==> config.mk <==
export PLATFORM = sky130hd
export DESIGN_NAME = hex_display_scanner_flat
export DESIGN_NICKNAME = d
export VERILOG_FILES = /design/src/rtl/hex_display_scanner_pkg.sv /design/src/rtl/hex_display_scanner_if.sv /design/src/rtl/hex_display_scanner_scan_timer.sv /design/src/rtl/hex_display_scanner.sv /design/src/flat_wrapper.sv
export SDC_FILE = /design/constraint.sdc
export NUM_CORES = 1
export LEC_CHECK = 0
export BUFFER_PORTS_ARGS = -buffer_cell sky130_fd_sc_hd__buf_4
export CAP_MARGIN = 30
export CORE_AREA = 2 2 81 83
export CTS_CLUSTER_DIAMETER = 80
export DETAILED_ROUTE_END_ITERATION = 10
export DIE_AREA = 0 0 83 85
export HOLD_SLACK_MARGIN = 0.08
export MAX_ROUTING_LAYER = met4
export PLACE_DENSITY_LB_ADDON = 0.25
export SYNTH_ARGS = -nofsm -noshare
export SYNTH_HDL_FRONTEND = slang
export SYNTH_SLANG_ARGS = --single-unit
==> constraint.sdc <==
create_clock -name Clock -period 2.8 [get_ports Clock]
set_input_delay 0.56 -clock Clock [delete_from_list [all_inputs] [get_ports Clock]]
set_output_delay 0.56 -clock Clock [all_outputs]
set_load 0.05 [all_outputs]
==> src/rtl/hex_display_scanner_pkg.sv <==
// rtl/hex_display_scanner_pkg.sv - shared constants, state encoding and leading-zero helper
package hex_display_scanner_pkg;

  localparam int unsigned NUM_DIGITS           = 4;
  localparam int unsigned NIBBLE_W             = 4;
  localparam int unsigned DEFAULT_DIV          = 50000;
  localparam int unsigned DEFAULT_BLANK_CYCLES = 2;

  typedef enum logic {
    ST_BLANK = 1'b0,
    ST_SHOW  = 1'b1
  } state_t;

  // Digit 0 is never suppressed; digit i is suppressed when digits i..3 are all zero.
  function automatic logic lz_blank(input logic [NUM_DIGITS*NIBBLE_W-1:0] val,
                                    input logic [1:0] idx,
                                    input logic en);
    logic zero;
    zero = 1'b1;
    for (int i = 0; i < NUM_DIGITS; i++) begin
      if (i >= int'(idx) && val[i*NIBBLE_W +: NIBBLE_W] != '0) begin
        zero = 1'b0;
      end
    end
    return en && (idx != 2'd0) && zero;
  endfunction

endpackage

==> src/rtl/hex_display_scanner_if.sv <==
// rtl/hex_display_scanner_if.sv - load handshake and scan outputs of the hex display scanner
interface hex_display_scanner_if;
  import hex_display_scanner_pkg::*;

  logic                             load;
  logic [NUM_DIGITS*NIBBLE_W-1:0]   value;
  logic                             ready;
  logic                             lz_blank_en;
  logic                             x3;
  logic                             x2;
  logic                             x1;
  logic                             x0;
  logic [NUM_DIGITS-1:0]            digit_en_n;
  logic                             blank;

  modport master (
    output load, value, lz_blank_en,
    input  ready, x3, x2, x1, x0, digit_en_n, blank
  );

  modport slave (
    input  load, value, lz_blank_en,
    output ready, x3, x2, x1, x0, digit_en_n, blank
  );

endinterface

==> src/rtl/hex_display_scanner_scan_timer.sv <==
// rtl/hex_display_scanner_scan_timer.sv - phase counter with selectable length and terminal-count pulse
module hex_display_scanner_scan_timer #(
  parameter int unsigned SHOW_LEN  = 4,
  parameter int unsigned BLANK_LEN = 1
) (
  input  logic clk,
  input  logic rst_n,
  input  logic sel_show,
  output logic tc
);

  localparam int unsigned MAX_LEN = (SHOW_LEN > BLANK_LEN) ? SHOW_LEN : BLANK_LEN;
  localparam int          CW      = $clog2(MAX_LEN);
  localparam logic [CW-1:0] SHOW_LAST  = CW'(SHOW_LEN - 1);
  localparam logic [CW-1:0] BLANK_LAST = CW'(BLANK_LEN - 1);

  logic [CW-1:0] cnt;

  assign tc = (cnt == (sel_show ? SHOW_LAST : BLANK_LAST));

  // Wrapping on tc clears the count in the same cycle the phase changes.
  always_ff @(posedge clk or negedge rst_n) begin
    if (!rst_n) begin
      cnt <= '0;
    end else if (tc) begin
      cnt <= '0;
    end else begin
      cnt <= cnt + CW'(1);
    end
  end

endmodule

==> src/rtl/hex_display_scanner.sv <==
// rtl/hex_display_scanner.sv - four-digit hex scan with dead-time, leading-zero blanking and frame-aligned load
module hex_display_scanner
  import hex_display_scanner_pkg::*;
#(
  parameter int unsigned DIV          = DEFAULT_DIV,
  parameter int unsigned BLANK_CYCLES = DEFAULT_BLANK_CYCLES
) (
  input logic                  Clock,
  input logic                  Resetn,
  hex_display_scanner_if.slave bus
);

  localparam int unsigned VW = NUM_DIGITS * NIBBLE_W;

  state_t                state_q, state_d;
  logic [1:0]            idx_q, idx_d;
  logic [VW-1:0]         disp_q, disp_d;
  logic [VW-1:0]         shadow_q, shadow_d;
  logic                  pending_q, pending_d;
  logic                  ready_q, ready_d;
  logic [NIBBLE_W-1:0]   nib_q, nib_d;
  logic                  blank_q, blank_d;
  logic [NUM_DIGITS-1:0] en_q, en_d;
  logic [VW-1:0]         src;
  logic                  tc;

  hex_display_scanner_scan_timer #(
    .SHOW_LEN  (DIV),
    .BLANK_LEN (BLANK_CYCLES)
  ) u_timer (
    .clk      (Clock),
    .rst_n    (Resetn),
    .sel_show (state_q == ST_SHOW),
    .tc       (tc)
  );

  always_ff @(posedge Clock or negedge Resetn) begin
    if (!Resetn) begin
      state_q   <= ST_BLANK;
      idx_q     <= 2'd0;
      disp_q    <= '0;
      shadow_q  <= '0;
      pending_q <= 1'b0;
      ready_q   <= 1'b1;
      nib_q     <= '0;
      blank_q   <= 1'b0;
      en_q      <= '1;
    end else begin
      state_q   <= state_d;
      idx_q     <= idx_d;
      disp_q    <= disp_d;
      shadow_q  <= shadow_d;
      pending_q <= pending_d;
      ready_q   <= ready_d;
      nib_q     <= nib_d;
      blank_q   <= blank_d;
      en_q      <= en_d;
    end
  end

  always_comb begin
    state_d   = state_q;
    idx_d     = idx_q;
    disp_d    = disp_q;
    shadow_d  = shadow_q;
    pending_d = pending_q;
    ready_d   = ready_q;
    nib_d     = nib_q;
    blank_d   = blank_q;
    en_d      = en_q;
    src       = disp_q;

    if (bus.load && ready_q) begin
      shadow_d  = bus.value;
      pending_d = 1'b1;
      ready_d   = 1'b0;
    end

    case (state_q)
      ST_BLANK: begin
        en_d = '1;
        if (tc) begin
          state_d = ST_SHOW;
          en_d    = blank_q ? '1 : ~(NUM_DIGITS'(1) << idx_q);
        end
      end
      ST_SHOW: begin
        if (tc) begin
          state_d = ST_BLANK;
          en_d    = '1;
          idx_d   = idx_q + 2'd1;
          // Frame boundary: the new digit 0 already comes from the committed value.
          if (idx_q == 2'd3 && pending_q) begin
            disp_d    = shadow_q;
            pending_d = 1'b0;
            ready_d   = 1'b1;
            src       = shadow_q;
          end
          nib_d   = src[{idx_d, 2'b00} +: NIBBLE_W];
          blank_d = lz_blank(src, idx_d, bus.lz_blank_en);
        end
      end
      default: state_d = ST_BLANK;
    endcase
  end

  assign bus.ready      = ready_q;
  assign bus.x3         = nib_q[3];
  assign bus.x2         = nib_q[2];
  assign bus.x1         = nib_q[1];
  assign bus.x0         = nib_q[0];
  assign bus.digit_en_n = en_q;
  assign bus.blank      = blank_q;

endmodule

==> src/flat_wrapper.sv <==
// flat-port wrapper written by rule: the top's interface ports become plain ports
module hex_display_scanner_flat import hex_display_scanner_pkg::*;
#(
  parameter int unsigned DIV          = DEFAULT_DIV,
  parameter int unsigned BLANK_CYCLES = DEFAULT_BLANK_CYCLES
)
  (Clock, Resetn, bus_load, bus_value, bus_lz_blank_en, bus_ready, bus_x3, bus_x2, bus_x1, bus_x0, bus_digit_en_n, bus_blank);
  hex_display_scanner_if bus_i ();
  input logic Clock;
  input logic Resetn;
  input wire logic [$bits(bus_i.load)-1:0] bus_load;
  input wire logic [$bits(bus_i.value)-1:0] bus_value;
  input wire logic [$bits(bus_i.lz_blank_en)-1:0] bus_lz_blank_en;
  output wire logic [$bits(bus_i.ready)-1:0] bus_ready;
  output wire logic [$bits(bus_i.x3)-1:0] bus_x3;
  output wire logic [$bits(bus_i.x2)-1:0] bus_x2;
  output wire logic [$bits(bus_i.x1)-1:0] bus_x1;
  output wire logic [$bits(bus_i.x0)-1:0] bus_x0;
  output wire logic [$bits(bus_i.digit_en_n)-1:0] bus_digit_en_n;
  output wire logic [$bits(bus_i.blank)-1:0] bus_blank;
  assign bus_i.load = bus_load;
  assign bus_i.value = bus_value;
  assign bus_i.lz_blank_en = bus_lz_blank_en;
  assign bus_ready = bus_i.ready;
  assign bus_x3 = bus_i.x3;
  assign bus_x2 = bus_i.x2;
  assign bus_x1 = bus_i.x1;
  assign bus_x0 = bus_i.x0;
  assign bus_digit_en_n = bus_i.digit_en_n;
  assign bus_blank = bus_i.blank;
  hex_display_scanner #(.DIV(DIV), .BLANK_CYCLES(BLANK_CYCLES)) u_core (.Clock(Clock), .Resetn(Resetn), .bus(bus_i));
endmodule
==> results.toml, run 1 <==
[timing]
finClkSkew_ns = 0.0129
drv_slew = 0
fin_crit_sh = 0.926
hold_viol = 0
worst_hold_slack_ns = 0.283
rsz0062_at_grt = "no"
worstMarginPinSlew_ns = 0.762
max_slew_margin = 0.492
fmax_ghz = 0.386
period_minus_slack_ns = 2.59
fin_setup_tns_ns = 0
setup_viol_count_final = 0

[worst_setup_path]
arrival_ns = 2.84
slowest_stage = "or4_4"
crit_buf_inv = 1
crit_family = "simple AND/OR/NAND/NOR gates"
slowest_delay_ns = 0.56
worstPathRequired_ns = 3.05
crit_fanout = 16
cp-end-kind = "flop"
crit_path_start_kind = "flop"
crit_type = "flop to flop"
reg2reg_slack_ns = 0.21
worstPathCellList = "or4_4, nor4b_4, and3_4, ha_1, buf_4, nor2b_1, a21oi_1, o21ai_0"

[clock_network]
tritoncts = "built"
htreeDepth = 3
post_cts_buffers = 0
numCtsBuffers = 9
cts_sinks = 62
clockBufferDepth = 2
insertion_delay_ns = 0.34
root_buffer = "clkbuf_8"
cts_hold_buf = 0
path_clk_slew_ns = 0.07
cts_resized = 0

[global_route]
gr-total-overflow = 0
grt_usage = 0.190
antenna_found_initial = 0
grt_first_pass_wirelength_mm = 10.1
grt_pass1_vias = 2076
grt_max_degree = 63

[logic_synthesis]
yosys.area_share.simple = 0.131
synth_compound_area_frac = 0.0796
synth_top_cell_area_share = 0.478
synth_top_family_by_area = "multiplexers"
synth_seq_cells = 62
netlist_area_um2 = 2990
yosys.area.top_type = "dfrtp_1"
avgSynthCellArea_um2 = 12.1
yosysUniqueCellTypes = 40
ys_warn_count = 0
synth_xor_area_frac = 0.0381
synth_commonest_cells = "dfrtp_1, mux2_2, nand2_1"
syn_nets = 274
ys_dominant_reg_cell = "dfrtp_1"
ys_seq_area_frac = 0.522
async_flop_share = 1.00
yosysMostFrequentCell = "dfrtp_1"
synth_area_leaders = "dfrtp_1, mux2_2, dfstp_2"
synth_mux_area_frac = 0.168
synth-edff-count = 0
synth_cells = 246
synth_fa_ha_area_frac = 0.0335

[detailed_routing]
drcViolationCount = 0
routed_wl_mm = 5.81
drt-initial-drc-count = 73
drt_pass1_iterations = 4
via_per_inst = 5.62
wl_per_cell_um = 16.0
num_vias = 2041
ant_nets = 0

[power]
power_density_nw_per_um2 = 541
pwr-share-seq = 0.501
switching_share = 0.208
p_int_mw = 1.51
switchingPower_uw = 395
power_frac_comb = 0.034
vdd.ir_drop.worst_mv = 0.344
leakage_nw = 1.68
power_frac_clock = 0.464

[finish]
syn2layout_area_growth_pct = 17.6
fin_area_um2 = 3510
antenna_cells = 0
final_nets = 310
fin_util = 0.566
layout-drive-gt1-share = 0.332
fillers = 537
instances_no_fill = 363

[floorplan]
die_h_um = 85
core_area_um2 = 6200
rows = 29
dieArea_um2 = 7060
chipWidth_um = 83
start_util = 0.481
io_pins = 30

[placed_design]
placed_area_um2 = 3290
io_buffers = 29
dp.final_hpwl_mm = 4.10
routabilityCongestion = 0.861
place_inst = 348

[outcome]
status = "completed"

[worst_hold_path]
holdCritPathClass = "primary input to async pin"

[job]
maxCapViolCount = 0
-- per-layer routing --
layer,GRT usage,wire length [um],vias to the layer above
li1,-,-,967
met1,0.233,2600,1030
met2,0.298,2870,33
met3,0.0584,225,11
met4,0.0715,110,0
met5,-,0,-
-- metrics by stage --
stage | worst slack [ns] | total power [mW]
global placement | 0.354 | 1.03
global route | 0.0340 | 1.98
finish | 0.207 | 1.90
CTS | 0.197 | 1.92
detailed placement | 0.228 | 1.04
floorplan | 0.109 | 0.986
-- layout by cell type, fill, tap and decap left out, types with 3 or more instances in the layout --
cell	n
clkbuf_8	11
a41oi_1	4
and4_1	3
nor2_1	12
nor4_1	3
inv_1	10
a21oi_1	7
o21ai_0	7
xnor2_1	8
mux2i_1	5
and3_1	4
xor2_1	5
buf_4	34
nand4_1	5
a211o_1	3
nand2_1	14
dfstp_2	5
nand3_1	9
mux4_2	4
ha_1	8
mux2_2	32
dfrtp_1	57
o211ai_1	3
nor3_1	4
o41ai_1	6
nor2b_1	5
-- cells by family after synthesis --
| family | count (synthesis) |
|---|---|
| buffers and inverters | 19 |
| and+or+nand+nor | 69 |
| AOI/OAI and AO/OA | 34 |
| adders and majority gates | 8 |
| muxes | 41 |
| xor gates and xnor gates | 13 |
| DFF | 62 |
-- path summary, 6_finish.rpt --
path,startpoint,endpoint,cells after the start
max,u_core.u_timer.cnt[5]$_DFF_PN0_,u_core.nib_q[2]$_DFFE_PN0P_,8
min,Resetn,u_core.u_timer.cnt[13]$_DFF_PN0_,1
max reg2reg,u_core.u_timer.cnt[5]$_DFF_PN0_,u_core.nib_q[2]$_DFFE_PN0P_,8
min reg2reg,u_core.bus.ready$_DFF_PN1_,u_core.bus.ready$_DFF_PN1_,2
max in group asynchronous,Resetn,u_core.disp_q[9]$_DFFE_PN0P_,1
min in group Clock,bus_load,u_core.bus.ready$_DFF_PN1_,2
-- state kept, by name, summed over array words and instances, names as in the netlist --
signal and flops:
u_core.nib_q 4, u_core.disp_q 16, u_core.bus.ready 1, u_core.bus.digit_en_n 4
u_core.shadow_q 16, u_core.bus.blank 1, u_core.pending_q 1, u_core.idx_q 2
u_core.state_q 1, u_core.u_timer.cnt 16
-- area by class of cell --
type | instances | area (um^2) | share of cell area
Clock buffer | 11 | 151 | 0.0431
Clock inverter | 4 | 70.1 | 0.0200
Inverter | 10 | 37.5 | 0.0107
Multi-Input combinational cell | 165 | 1340 | 0.383
Sequential cell | 62 | 1560 | 0.444
Tap cell | 77 | 96.3 | 0.0274
Timing Repair Buffer | 34 | 255 | 0.0727
-- power groups by stage --
stage | combinational [mW] | sequential, mW | clock, mW
3_3_place_gp | 0.0661 | 0.968 | 0
4_1_cts | 0.0680 | 0.953 | 0.899
5_1_grt | 0.0747 | 0.957 | 0.944
2_1_floorplan | 0.0282 | 0.958 | 0
3_5_place_dp | 0.0681 | 0.969 | 0
6_report | 0.0655 | 0.953 | 0.883
Power figures use the tool's default switching activity.
==> run 2: changes to the inputs <==
--- a/config.mk
+++ b/config.mk
@@ -7,10 +7,10 @@
 export LEC_CHECK = 0
 export BUFFER_PORTS_ARGS = -buffer_cell sky130_fd_sc_hd__buf_4
 export CAP_MARGIN = 30
-export CORE_AREA = 2 2 81 83
+export CORE_AREA = 5 5 84 86
 export CTS_CLUSTER_DIAMETER = 80
 export DETAILED_ROUTE_END_ITERATION = 10
-export DIE_AREA = 0 0 83 85
+export DIE_AREA = 0 0 89 91
 export HOLD_SLACK_MARGIN = 0.08
 export MAX_ROUTING_LAYER = met4
 export PLACE_DENSITY_LB_ADDON = 0.25
==> constraint.sdc (replaced) <==
create_clock -name Clock -period 2.8 [get_ports Clock]
set_input_delay 0.14 -clock Clock [delete_from_list [all_inputs] [get_ports Clock]]
set_output_delay 0.14 -clock Clock [all_outputs]
set_load 0.05 [all_outputs]
==> results.toml, run 2 (same netlist as run 1, synthesis figures left out) <==
[outcome]
status = "completed"

[finish]
mostFrequentLayoutCells = "dfrtp_1, buf_4, mux2_2"
antenna_cells = 0
syn2layout_area_growth_pct = 21.9
layout-drive-gt1-share = 0.304
final_nets = 329
largest_registers = "u_core.disp_q: 16 flops, u_core.shadow_q: 16 flops, u_core.u_timer.cnt: 16 flops"
final_common_cell = "dfrtp_1"
fin_area_um2 = 3640

[global_route]
met2_usage = 0.267
grt_pass1_vias = 2229
gr-usage-met1 = 0.246
grt_max_degree = 63
grt_use_met3 = 0.0326
top_usage_layer = "met2"
grt_usage = 0.183
gr-total-overflow = 0
antenna_found_initial = 0
grt_first_pass_wirelength_mm = 11.1

[power]
power_frac_clock = 0.399
power_frac_comb = 0.050
power_density_nw_per_um2 = 475
vdd.ir_drop.worst_mv = 0.324
switching_share = 0.234
switchingPower_uw = 405
p_int_mw = 1.32
leakage_nw = 1.73
pwr-share-seq = 0.551

[detailed_routing]
drt-initial-drc-count = 67
via_per_inst = 5.62
drcViolationCount = 0
routed_wl_mm = 6.33
ant_nets = 0
wl_per_cell_um = 16.5
drt_pass1_iterations = 4
num_vias = 2153

[placed_design]
placed_area_um2 = 3300
dp.final_hpwl_mm = 4.24
io_buffers = 29
routabilityCongestion = 0.867

[clock_network]
cts_hold_buf = 18
tritoncts = "built"
root_buffer = "clkbuf_8"
post_cts_buffers = 0
path_clk_slew_ns = 0.07
numCtsBuffers = 9
clockBufferDepth = 2
insertion_delay_ns = 0.35
htreeDepth = 3
cts_sinks = 62
cts_resized = 0

[worst_setup_path]
reg2regPathDepth = 9
crit_fanout = 12
arrival_ns = 2.69
crit_path_start_kind = "flop"
cp-end-kind = "flop"
worstPathRequired_ns = 3.06
crit_type = "flop to flop"

[job]
maxCapViolCount = 0

[timing]
setup_viol_count_final = 0
period_minus_slack_ns = 2.43
worstMarginPinSlew_ns = 0.785
fin_setup_tns_ns = 0
max_slew_margin = 0.476
finClkSkew_ns = 0.00515
drv_slew = 0
fin_crit_sh = 0.869
hold_viol = 0
worst_hold_slack_ns = 0.254
fmax_ghz = 0.411
rsz0062_at_grt = "no"

[worst_hold_path]
hold_depth = 4
holdCritPathClass = "primary input to flop"

[floorplan]
start_util = 0.481
rows = 29
io_pins = 30
dieArea_um2 = 8100
core_area_um2 = 6200
chipWidth_um = 89
die_h_um = 91
-- run 2: power groups by stage --
stage          clock (mW)  combinational (mW)  sequential, mW
6_report            0.690              0.0870           0.953
3_3_place_gp            0              0.0663           0.969
5_1_grt             0.741              0.0982           0.956
4_1_cts             0.703              0.0885           0.953
3_5_place_dp            0              0.0688           0.969
2_1_floorplan           0              0.0282           0.958
-- run 2: critical path, stage by stage, from the launching register on --
cell and delay, ns:
dfrtp_1 0.43, or4_4 0.56, nor4b_4 0.28, and3_4 0.22
buf_4 0.18, inv_1 0.07, ha_1 0.17, inv_1 0.18
nor2_1 0.08, a41oi_1 0.17
-- run 2: layout make-up --
cell class	instances	area, um^2
fill	522	2560
clock buffer	14	153
tap	77	96.3
inverter	10	37.5
timing repair buffer	53	443
clock inverter	2	10.0
sequential	62	1560
multi-input combinational	165	1340
-- run 2: worst paths after layout --
path                       slack [ns]                                   end                        startpoint
max in group asynchronous        1.86       u_core.u_timer.cnt[0]$_DFF_PN0_                            Resetn
hold / removal                   0.25          u_core.bus.blank$_DFFE_PN0P_                   bus_lz_blank_en
min in group asynchronous        0.41      u_core.u_timer.cnt[11]$_DFF_PN0_                            Resetn
setup / recovery                 0.37  u_core.bus.digit_en_n[1]$_DFFE_PN1P_   u_core.u_timer.cnt[5]$_DFF_PN0_
setup reg to reg                 0.37  u_core.bus.digit_en_n[1]$_DFFE_PN1P_   u_core.u_timer.cnt[5]$_DFF_PN0_
hold reg to reg                  0.49      u_core.u_timer.cnt[10]$_DFF_PN0_  u_core.u_timer.cnt[10]$_DFF_PN0_
-- run 2: stage by stage --
step	instances	utilization	total power, mW	worst slack, ns
4_1_cts	383	0.587	1.74	0.382
6_report	383	0.587	1.73	0.368
2_1_floorplan	246	-	0.986	0.109
5_1_grt	383	0.587	1.80	0.166
3_3_place_gp	349	0.532	1.03	0.441
3_5_place_dp	349	0.532	1.04	0.393
-- run 2: routing by layer --
| layer | vias up | part of all wire |
|---|---|---|
| met1 | 1083 | 0.46 |
| li1 | 1015 | - |
| met3 | 12 | 0.038 |
| met4 | 0 | 0.022 |
| met2 | 43 | 0.48 |
| met5 | - | 0 |
==> run 3: changes to the inputs <==
--- a/config.mk
+++ b/config.mk
@@ -13,7 +13,7 @@
 export DIE_AREA = 0 0 89 91
 export HOLD_SLACK_MARGIN = 0.08
 export MAX_ROUTING_LAYER = met4
-export PLACE_DENSITY_LB_ADDON = 0.25
+export PLACE_DENSITY = 0.77
 export SYNTH_ARGS = -nofsm -noshare
 export SYNTH_HDL_FRONTEND = slang
 export SYNTH_SLANG_ARGS = --single-unit
==> constraint.sdc (replaced) <==
create_clock -name Clock -period 2.5 [get_ports Clock]
set_input_delay 0.125 -clock Clock [delete_from_list [all_inputs] [get_ports Clock]]
set_output_delay 0.125 -clock Clock [all_outputs]
set_load 0.05 [all_outputs]
==> results.toml, run 3 (same netlist as run 1, synthesis figures left out) <==
[finish]
final_nets = 330
seqCellArea_um2 = 1560
fillers = 497
syn2layout_area_growth_pct = 25.0
layout-drive-gt1-share = 0.329
multi_input_area_um2 = 1350
antenna_cells = 0
instances_no_fill = 384
fin_area_um2 = 3730
fin_util = 0.602
largest_registers = "u_core.disp_q: 16 flops, u_core.shadow_q: 16 flops, u_core.u_timer.cnt: 16 flops"
mostFrequentLayoutCells = "dfrtp_1, buf_4, mux2_2"
final_common_cell = "dfrtp_1"

[detailed_routing]
num_vias = 2145
wl_per_cell_um = 16.1
via_per_inst = 5.59
drcViolationCount = 0
routed_wl_mm = 6.19
ant_nets = 0
drt-initial-drc-count = 110
drt_pass1_iterations = 4

[timing]
max_slew_margin = 0.487
fmax_ghz = 0.415
drv_slew = 0
fin_crit_sh = 0.964
worstMarginPinSlew_ns = 0.770
rsz0062_at_grt = "yes"
hold_viol = 0
period_minus_slack_ns = 2.41
finClkSkew_ns = 0.00822
worst_hold_slack_ns = 0.231
fin_ws_ns = 0.0907
fin_setup_tns_ns = 0
setup_viol_count_final = 0

[clock_network]
post_cts_buffers = 0
tritoncts = "built"
path_clk_slew_ns = 0.07
numCtsBuffers = 9
insertion_delay_ns = 0.34
htreeDepth = 3
root_buffer = "clkbuf_8"
clockBufferDepth = 2
cts_sinks = 62

[power]
leakage_nw = 1.79
pwr-share-seq = 0.489
power_density_nw_per_um2 = 584
power_frac_comb = 0.044
switching_share = 0.215
power_frac_clock = 0.467
vdd.ir_drop.worst_mv = 0.486
switchingPower_uw = 468
finalPower_mw = 2.18
p_int_mw = 1.71

[global_route]
grt_use_met3 = 0.0353
grt_pass1_vias = 2156
gr-usage-met1 = 0.237
gr-total-overflow = 0
top_usage_layer = "met2"
grt_usage = 0.180
grt_first_pass_wirelength_mm = 10.9
grt_max_degree = 63
antenna_found_initial = 0
met2_usage = 0.273

[worst_setup_path]
crit_path_start_kind = "flop"
arrival_ns = 2.66
timing.rr.end = "u_core.nib_q[0]$_DFFE_PN0P_"
worstReg2RegStart = "u_core.u_timer.cnt[5]$_DFF_PN0_"
slowest_stage = "or4_4"
crit_fanout = 16
worstPathCellList = "or4_4, nor4b_4, and3_4, ha_1, buf_6, nor2b_2, a21oi_1, o21ai_0"
crit_type = "flop to flop"
reg2regPathDepth = 8
worstPathRequired_ns = 2.75
cp-end-kind = "flop"
slowest_delay_ns = 0.55
reg2reg_slack_ns = 0.09

[floorplan]
chipWidth_um = 89
die_h_um = 91
rows = 29
dieArea_um2 = 8100
core_area_um2 = 6200
io_pins = 30
start_util = 0.481

[worst_hold_path]
hold_depth = 4
holdCritPathClass = "primary input to flop"
min-delay-start = "bus_lz_blank_en"
hold_end = "u_core.bus.blank$_DFFE_PN0P_"

[job]
maxCapViolCount = 0

[placed_design]
dp.final_hpwl_mm = 4.16
place_ws_ns = -0.00319
routabilityCongestion = 0.948
place_inst = 350
placed_area_um2 = 3310
io_buffers = 29

[outcome]
status = "completed"
[run 3: changes by cell type in the layout (fill, tap and decap cells not counted), sizes merged]
cell,change
clkbuf,-3
bufinv,+2
buf,+1
clkinvlp,+1
[run 3: worst max-delay path, delay by kind of cell (launching register included)]
kind	cells	cell delay, ns
and+or+nand+nor	4	1.27
adders and majority gates	1	0.24
DFF	1	0.38
AOI/OAI and AO/OA	2	0.25
buffers and inverters	1	0.19
[run 3: final cells by class]
cell class / instances / area share
multi-input combinational: 165 / 0.363
clock inverter: 5 / 0.0218
inverter: 10 / 0.0101
tap: 77 / 0.0258
clock buffer: 11 / 0.0406
timing repair buffer: 54 / 0.122
sequential: 62 / 0.417
[run 3: worst max-delay path by stage]
stage / startpoint / end / slack (ns) / cells past startpoint
6_report: u_core.u_timer.cnt[5]$_DFF_PN0_ / u_core.nib_q[0]$_DFFE_PN0P_ / 0.09 / 8
4_1_cts: u_core.u_timer.cnt[5]$_DFF_PN0_ / u_core.nib_q[1]$_DFFE_PN0P_ / 0.02 / 8
3_3_place_gp: u_core.u_timer.cnt[5]$_DFF_PN0_ / u_core.nib_q[1]$_DFFE_PN0P_ / 0.13 / 8
2_1_floorplan: u_core.u_timer.cnt[5]$_DFF_PN0_ / u_core.disp_q[10]$_DFFE_PN0P_ / -0.005 / 9
3_5_place_dp: u_core.u_timer.cnt[5]$_DFF_PN0_ / u_core.nib_q[1]$_DFFE_PN0P_ / -0.003 / 8
5_1_grt: u_core.u_timer.cnt[5]$_DFF_PN0_ / u_core.nib_q[0]$_DFFE_PN0P_ / -0.03 / 8
[run 3: power by group through the flow]
stage	Clock [mW]	Sequential (mW)	Combinational, mW
CTS	1.03	1.07	0.0989
finish	1.02	1.07	0.0965
global route	1.09	1.07	0.109
floorplan	0	1.07	0.0316
detailed placement	0	1.09	0.0765
global placement	0	1.08	0.0735
[run 3: per-layer routing]
metal | up-vias | part of all wire
li1 | 1018 | -
met1 | 1066 | 0.45
met2 | 54 | 0.49
met3 | 7 | 0.046
met4 | 0 | 0.015
met5 | - | 0
[run 3: repair_timing]
item	4_1_cts	5_1_grt
hold buffers	18	0
hold endpoints to repair	74	0
cloned	0	0
gates resized for setup	1	5
endpoints found under the setup margin	1	9
